==> config.mk <==
export PLATFORM = sky130hd
export DESIGN_NAME = dmem_access_ctrl
export DESIGN_NICKNAME = d
export VERILOG_FILES = /design/src/rtl/dmem_access_ctrl.sv
export SDC_FILE = /design/constraint.sdc
export NUM_CORES = 1
export LEC_CHECK = 0
export CAP_MARGIN = 20
export CORE_ASPECT_RATIO = 0.8
export CORE_MARGIN = 10
export CORE_UTILIZATION = 45
export CTS_CLUSTER_DIAMETER = 50
export CTS_CLUSTER_SIZE = 20
export DETAILED_ROUTE_END_ITERATION = 8
export PLACE_DENSITY = 0.82
export SETUP_SLACK_MARGIN = 0.02
export SLEW_MARGIN = 20
export SYNTH_ARGS = -nofsm -noshare
export SYNTH_HDL_FRONTEND = slang
export SYNTH_SLANG_ARGS = --single-unit
export TNS_END_PERCENT = 1
==> constraint.sdc <==
create_clock -name clk -period 4.56 [get_ports clk]
set_input_delay 0.912 -clock clk [delete_from_list [all_inputs] [get_ports clk]]
set_output_delay 0.912 -clock clk [all_outputs]
set_load 0.005 [all_outputs]
==> src/rtl/dmem_access_ctrl.sv <==
// Data-memory access controller for the RV32 MEM stage: one valid/ready bus
// transaction per load/store, with pipeline stall, lane steering and load extension.
module dmem_access_ctrl #(
    parameter int unsigned TIMEOUT_CYCLES = 255,
    parameter int unsigned CNT_W          = 8
) (
    input  logic        clk,
    input  logic        reset,
    input  logic        mem_read,
    input  logic        mem_write,
    input  logic [31:0] mem_addr,
    input  logic [31:0] mem_wdata,
    input  logic [2:0]  mem_funct3,
    input  logic        im_stall,
    output logic        req_valid,
    input  logic        req_ready,
    output logic        req_write,
    output logic [31:0] req_addr,
    output logic [31:0] req_wdata,
    output logic [3:0]  req_wstrb,
    input  logic        resp_valid,
    input  logic [31:0] resp_rdata,
    output logic        dm_stall,
    output logic [31:0] load_data,
    output logic        access_err
);

    typedef enum logic [1:0] {
        IDLE = 2'd0,
        REQ  = 2'd1,
        WAIT = 2'd2,
        DONE = 2'd3
    } state_t;

    localparam bit               LP_TO_EN   = (TIMEOUT_CYCLES != 0);
    localparam logic [CNT_W-1:0] LP_TO_LAST = LP_TO_EN ? CNT_W'(TIMEOUT_CYCLES - 1) : '0;

    state_t             r_state;
    state_t             w_next_state;

    logic               r_req_write;
    logic [31:0]        r_req_addr;
    logic [31:0]        r_req_wdata;
    logic [3:0]         r_req_wstrb;
    logic [2:0]         r_funct3;
    logic [1:0]         r_off;
    logic [31:0]        r_load_data;
    logic               r_access_err;
    logic [CNT_W-1:0]   r_cnt;

    logic               w_access;
    logic               w_illegal;
    logic [3:0]         w_store_wstrb;
    logic [31:0]        w_store_wdata;
    logic [31:0]        w_lane;
    logic [31:0]        w_load_ext;
    logic               w_timeout;

    assign w_access  = mem_read | mem_write;
    assign w_timeout = LP_TO_EN && (r_cnt == LP_TO_LAST);

    // Legality depends only on funct3 and the alignment of the byte address.
    always_comb begin
        w_illegal = 1'b0;
        case (mem_funct3)
            3'b000, 3'b100: w_illegal = 1'b0;
            3'b001, 3'b101: w_illegal = mem_addr[0];
            3'b010:         w_illegal = |mem_addr[1:0];
            default:        w_illegal = 1'b1;
        endcase
    end

    always_comb begin
        w_store_wstrb = 4'b1111;
        w_store_wdata = mem_wdata;
        case (mem_funct3[1:0])
            2'b00: begin
                w_store_wstrb = 4'b0001 << mem_addr[1:0];
                w_store_wdata = {4{mem_wdata[7:0]}};
            end
            2'b01: begin
                w_store_wstrb = 4'b0011 << mem_addr[1:0];
                w_store_wdata = {2{mem_wdata[15:0]}};
            end
            default: begin
                w_store_wstrb = 4'b1111;
                w_store_wdata = mem_wdata;
            end
        endcase
    end

    always_comb begin
        w_lane     = resp_rdata >> {r_off, 3'b000};
        w_load_ext = resp_rdata;
        case (r_funct3)
            3'b000:  w_load_ext = {{24{w_lane[7]}}, w_lane[7:0]};
            3'b001:  w_load_ext = {{16{w_lane[15]}}, w_lane[15:0]};
            3'b100:  w_load_ext = {24'h0, w_lane[7:0]};
            3'b101:  w_load_ext = {16'h0, w_lane[15:0]};
            default: w_load_ext = resp_rdata;
        endcase
    end

    always_ff @(posedge clk or posedge reset) begin
        if (reset) begin
            r_state <= IDLE;
        end else begin
            r_state <= w_next_state;
        end
    end

    always_comb begin
        w_next_state = r_state;
        case (r_state)
            IDLE: begin
                if (w_access) begin
                    w_next_state = w_illegal ? DONE : REQ;
                end
            end
            REQ: begin
                if (req_ready) begin
                    w_next_state = WAIT;
                end
            end
            WAIT: begin
                if (resp_valid || w_timeout) begin
                    w_next_state = DONE;
                end
            end
            DONE: begin
                if (!im_stall) begin
                    w_next_state = IDLE;
                end
            end
            default: w_next_state = IDLE;
        endcase
    end

    always_comb begin
        req_valid = (r_state == REQ);
        dm_stall  = ((r_state == IDLE) && w_access) || (r_state == REQ) || (r_state == WAIT);
    end

    always_ff @(posedge clk or posedge reset) begin
        if (reset) begin
            r_req_write  <= 1'b0;
            r_req_addr   <= '0;
            r_req_wdata  <= '0;
            r_req_wstrb  <= '0;
            r_funct3     <= '0;
            r_off        <= '0;
            r_load_data  <= '0;
            r_access_err <= 1'b0;
            r_cnt        <= '0;
        end else begin
            case (r_state)
                IDLE: begin
                    if (w_access) begin
                        if (w_illegal) begin
                            r_access_err <= 1'b1;
                            r_load_data  <= '0;
                        end else begin
                            r_req_write <= mem_write;
                            r_req_addr  <= {mem_addr[31:2], 2'b00};
                            r_req_wdata <= mem_write ? w_store_wdata : '0;
                            r_req_wstrb <= mem_write ? w_store_wstrb : '0;
                            r_funct3    <= mem_funct3;
                            r_off       <= mem_addr[1:0];
                        end
                    end
                end
                REQ: begin
                    if (req_ready) begin
                        r_cnt <= '0;
                    end
                end
                WAIT: begin
                    // A response in the final timeout cycle still wins over the error.
                    if (resp_valid) begin
                        r_access_err <= 1'b0;
                        if (!r_req_write) begin
                            r_load_data <= w_load_ext;
                        end
                    end else if (w_timeout) begin
                        r_access_err <= 1'b1;
                        r_load_data  <= '0;
                    end else begin
                        r_cnt <= r_cnt + 1'b1;
                    end
                end
                default: begin
                end
            endcase
        end
    end

    assign req_write  = r_req_write;
    assign req_addr   = r_req_addr;
    assign req_wdata  = r_req_wdata;
    assign req_wstrb  = r_req_wstrb;
    assign load_data  = r_load_data;
    assign access_err = r_access_err;

endmodule

==> flow_summary.toml <==
[yosys]
synth.yosys.warnings = 0
synth_top_family_by_area = "compound AO/OA/AOI/OAI gates"
synth_seq_area_share_pct = 50.02
synth-simple-area-share_pct = 12.61
synth_compound_area_share_pct = 18.14
synth-xor-area-share_pct = 0.1522
synth_cell_type_count = 56
synth-edff-count = 0
syn_area_um2 = 5753
synth_adder_area_share_pct = 1.522
synthArstFlopShare_pct = 100.0
avgSynthCellArea_um2 = 10.69
ys_seq_elements = 115
syn_inst = 538
ys.flop_type = "dfrtp_1"
synthMuxAreaShare_pct = 13.53

[die]
die-area_um2 = 17740
num_rows = 36
die_w_um = 146.4
fp.dieH_um = 121.1
io-pin-count = 210
coreArea_um2 = 12340
start_util_pct = 46.61

[power]
max-vdd-ir-drop_mv = 0.3322
finalPower_mw = 5.727
leakagePower_nw = 3.626
p_per_area_nw_per_um2 = 670.7

[route]
viasPerCell = 5.587
totalWireLength_mm = 18.88
first_iter_violations = 356
vias = 5118
drt-wirelength-per-cell_um = 20.61
first_pass_iters = 6
ant_nets = 0
drc = 0

[placement]
dp_cells = 885
place_hpwl_mm = 13.98
portBuffers = 207
place_area_um2 = 7943
place_ws_ns = 0.9613
place_congestion = 0.9089

[run]
maxCapViolCount = 0

[cells_and_area]
final_cells = 916
drive_gt1_share_pct = 11.14
area_growth_pct = 48.43
final_area_um2 = 8539
utilization_pct = 69.19
n_antenna_cell = 0
num-nets-final = 846

[global_routing]
grt_pass1_wl_mm = 30.00
grt_max_degree = 76
grt.busiest_layer = "met2"
antenna_found_initial = 0
grt_usage_pct = 20.97
grt_pass1_vias = 5515
grt_overflow = 0
use_met1_pct = 24.97
grt_use_met2_pct = 33.14
grtUsageMet3_pct = 10.25

[cts]
clock-sinks = 115
worst_skew_pair.late_latency_ns = 0.41
clockBufferDepth = 2
clk_pin_slew_worst_paths_ns = 0.05
cts_tree = "yes"
root_buffer = "clkbuf_16"
post-cts-setup-buffers = 0
htreeDepth = 4
holdBufCountCts = 0
post_cts_resized = 0
numCtsBuffers = 17

[timing]
period_needed_ns = 3.380
hold_violations = 0
finalCritPeriodShare_pct = 74.13
tns_ns = 0
grt_setup_unrepaired = "no"
max_freq_mhz = 295.8
whs_ns = 0.4785
slew_viol_final = 0
skew_ns = 0.009207
setup_viol = 0
setup_slack_ns = 1.180
tightestPinTransition_ns = 1.064
max_slew_margin_pct = 28.88

[run_status]
status = "completed"

[critical_path]
critPathMaxFanout = 5
cp_slowest_cell = "clkdlybuf4s50_1"
path_buf_inv = 2
critPathMaxStageDelay_ns = 0.50
cp_data_required_time_ns = 3.65
cp_common_cell = "clkdlybuf4s50_1"
cp-start-kind = "input pin"
cp_top_family = "buffers and inverters"
critical_path_class = "input pin to output pin"
end_kind = "output pin"
ff2ff_path_depth = 4
rr_endpoint = "load_data[11]"
path_cells = "clkdlybuf4s50_1 > o21a_1 > or3_1 > clkdlybuf4s50_1"
reg2reg_from = "r_off[1]"
worst_ep_arrival_time_ns = 2.47
rrSetupSlack_ns = 1.88

[worst_hold_path]
min_to = "req_wstrb[1]"
holdCritStartpoint = "req_wstrb[1]"
min_path_type = "flop to flop"
whs_path_depth = 2
-- cell type report --
type	count	area (um2)
repair buffers	215	2145
multi-input cells	373	2663
well taps	171	214.0
fillers	918	3802
flip-flops and latches	115	2878
clock buffers	23	498.0
clock inverters	8	98.84
inverters	11	43.79
-- placed cells by master, fill, tap and decap left out, types with 2 or more instances in the layout --
master,instances
conb_1,2
o21ai_1,11
buf_4,7
a32o_1,20
clkdlybuf4s50_1,207
mux2i_1,35
clkbuf_8,5
clkinvlp_4,2
nand3_1,4
clkbuf_16,17
mux2_2,36
a21oi_1,37
nor2_1,22
o221ai_1,4
nor2b_1,15
or2_1,2
and2_1,2
bufinv_16,2
o21a_1,2
o32a_1,2
clkinv_2,3
inv_1,10
o31ai_1,2
o2bb2ai_1,7
o22ai_1,12
a22o_1,10
a31oi_1,2
nand2b_1,34
ha_1,7
nand2_1,45
o21ai_0,28
a2bb2oi_1,4
and4b_1,2
and3_1,3
dfrtp_1,115
-- Yosys cell counts (3+ instances only) --
| cell type | number | share of area (%) |
|---|---|---|
| nor2b_1 | 15 | 1.6 |
| a2bb2oi_1 | 4 | 0.61 |
| o221ai_1 | 4 | 0.61 |
| a21oi_1 | 37 | 3.2 |
| mux2i_1 | 35 | 6.1 |
| nor2_1 | 22 | 1.4 |
| dfrtp_1 | 115 | 50 |
| buf_2 | 11 | 0.96 |
| o21ai_0 | 28 | 2.4 |
| o2bb2ai_1 | 7 | 1.1 |
| mux2_2 | 36 | 7.0 |
| a22o_1 | 10 | 1.5 |
| nand2_1 | 45 | 2.9 |
| inv_1 | 11 | 0.72 |
| ha_1 | 7 | 1.5 |
| nand3_1 | 4 | 0.35 |
| a32o_1 | 20 | 3.5 |
| o21ai_1 | 12 | 1.0 |
| clkbuf_1 | 21 | 1.4 |
| nand2b_1 | 34 | 3.7 |
| buf_1 | 4 | 0.26 |
| o22ai_1 | 12 | 1.3 |
| and3_1 | 3 | 0.33 |
-- routing by layer --
metal  up-vias  wire length [um]
li1       2345                 -
met1      2491              7816
met2       266              8580
met3        16              2287
met4         0               197
met5         -                 0
-- worst reg2reg max path, delay by kind of cell (launching register included) --
kind	cells	cell delay (ns)
AO/OA/AOI/OAI	2	0.72
flip-flops	1	1.00
AND/OR/NAND/NOR	1	0.16
multiplexers	1	0.66
-- flip-flops by register name, summed over array words and instances, names as in the netlist --
register / count
r_cnt: 8
r_state: 2
r_funct3: 3
access_err: 1
load_data: 32
req_wstrb: 4
req_wdata: 32
r_off: 2
req_write: 1
req_addr: 30
-- how the worst max path moves through the flow --
stage	from	endpoint	slack, ns	cells after the start
floorplan	reset	access_err	0.60	1
global placement	mem_funct3[0]	load_data[26]	1.04	6
detailed placement	mem_funct3[0]	load_data[25]	0.96	6
CTS	mem_write	dm_stall	1.19	4
global route	mem_write	dm_stall	1.14	4
finish	mem_write	dm_stall	1.18	4
-- kinds of logic (layout without fill, tap and decap cells) --
logic type | after synthesis | count (layout)
simple gates | 139 | 139
fa+ha+maj | 7 | 7
mux | 72 | 72
buf+inv | 51 | 257
xor+xnor | 1 | 1
compound gates | 152 | 152
other cells | 1 | 2
flops | 115 | 115
-- power by group --
part	switching (mW)	internal, mW
Sequential	0.312	1.48
Combinational	1.14	1.45
Clock	0.461	0.872
Power figures use the tool's default switching activity.
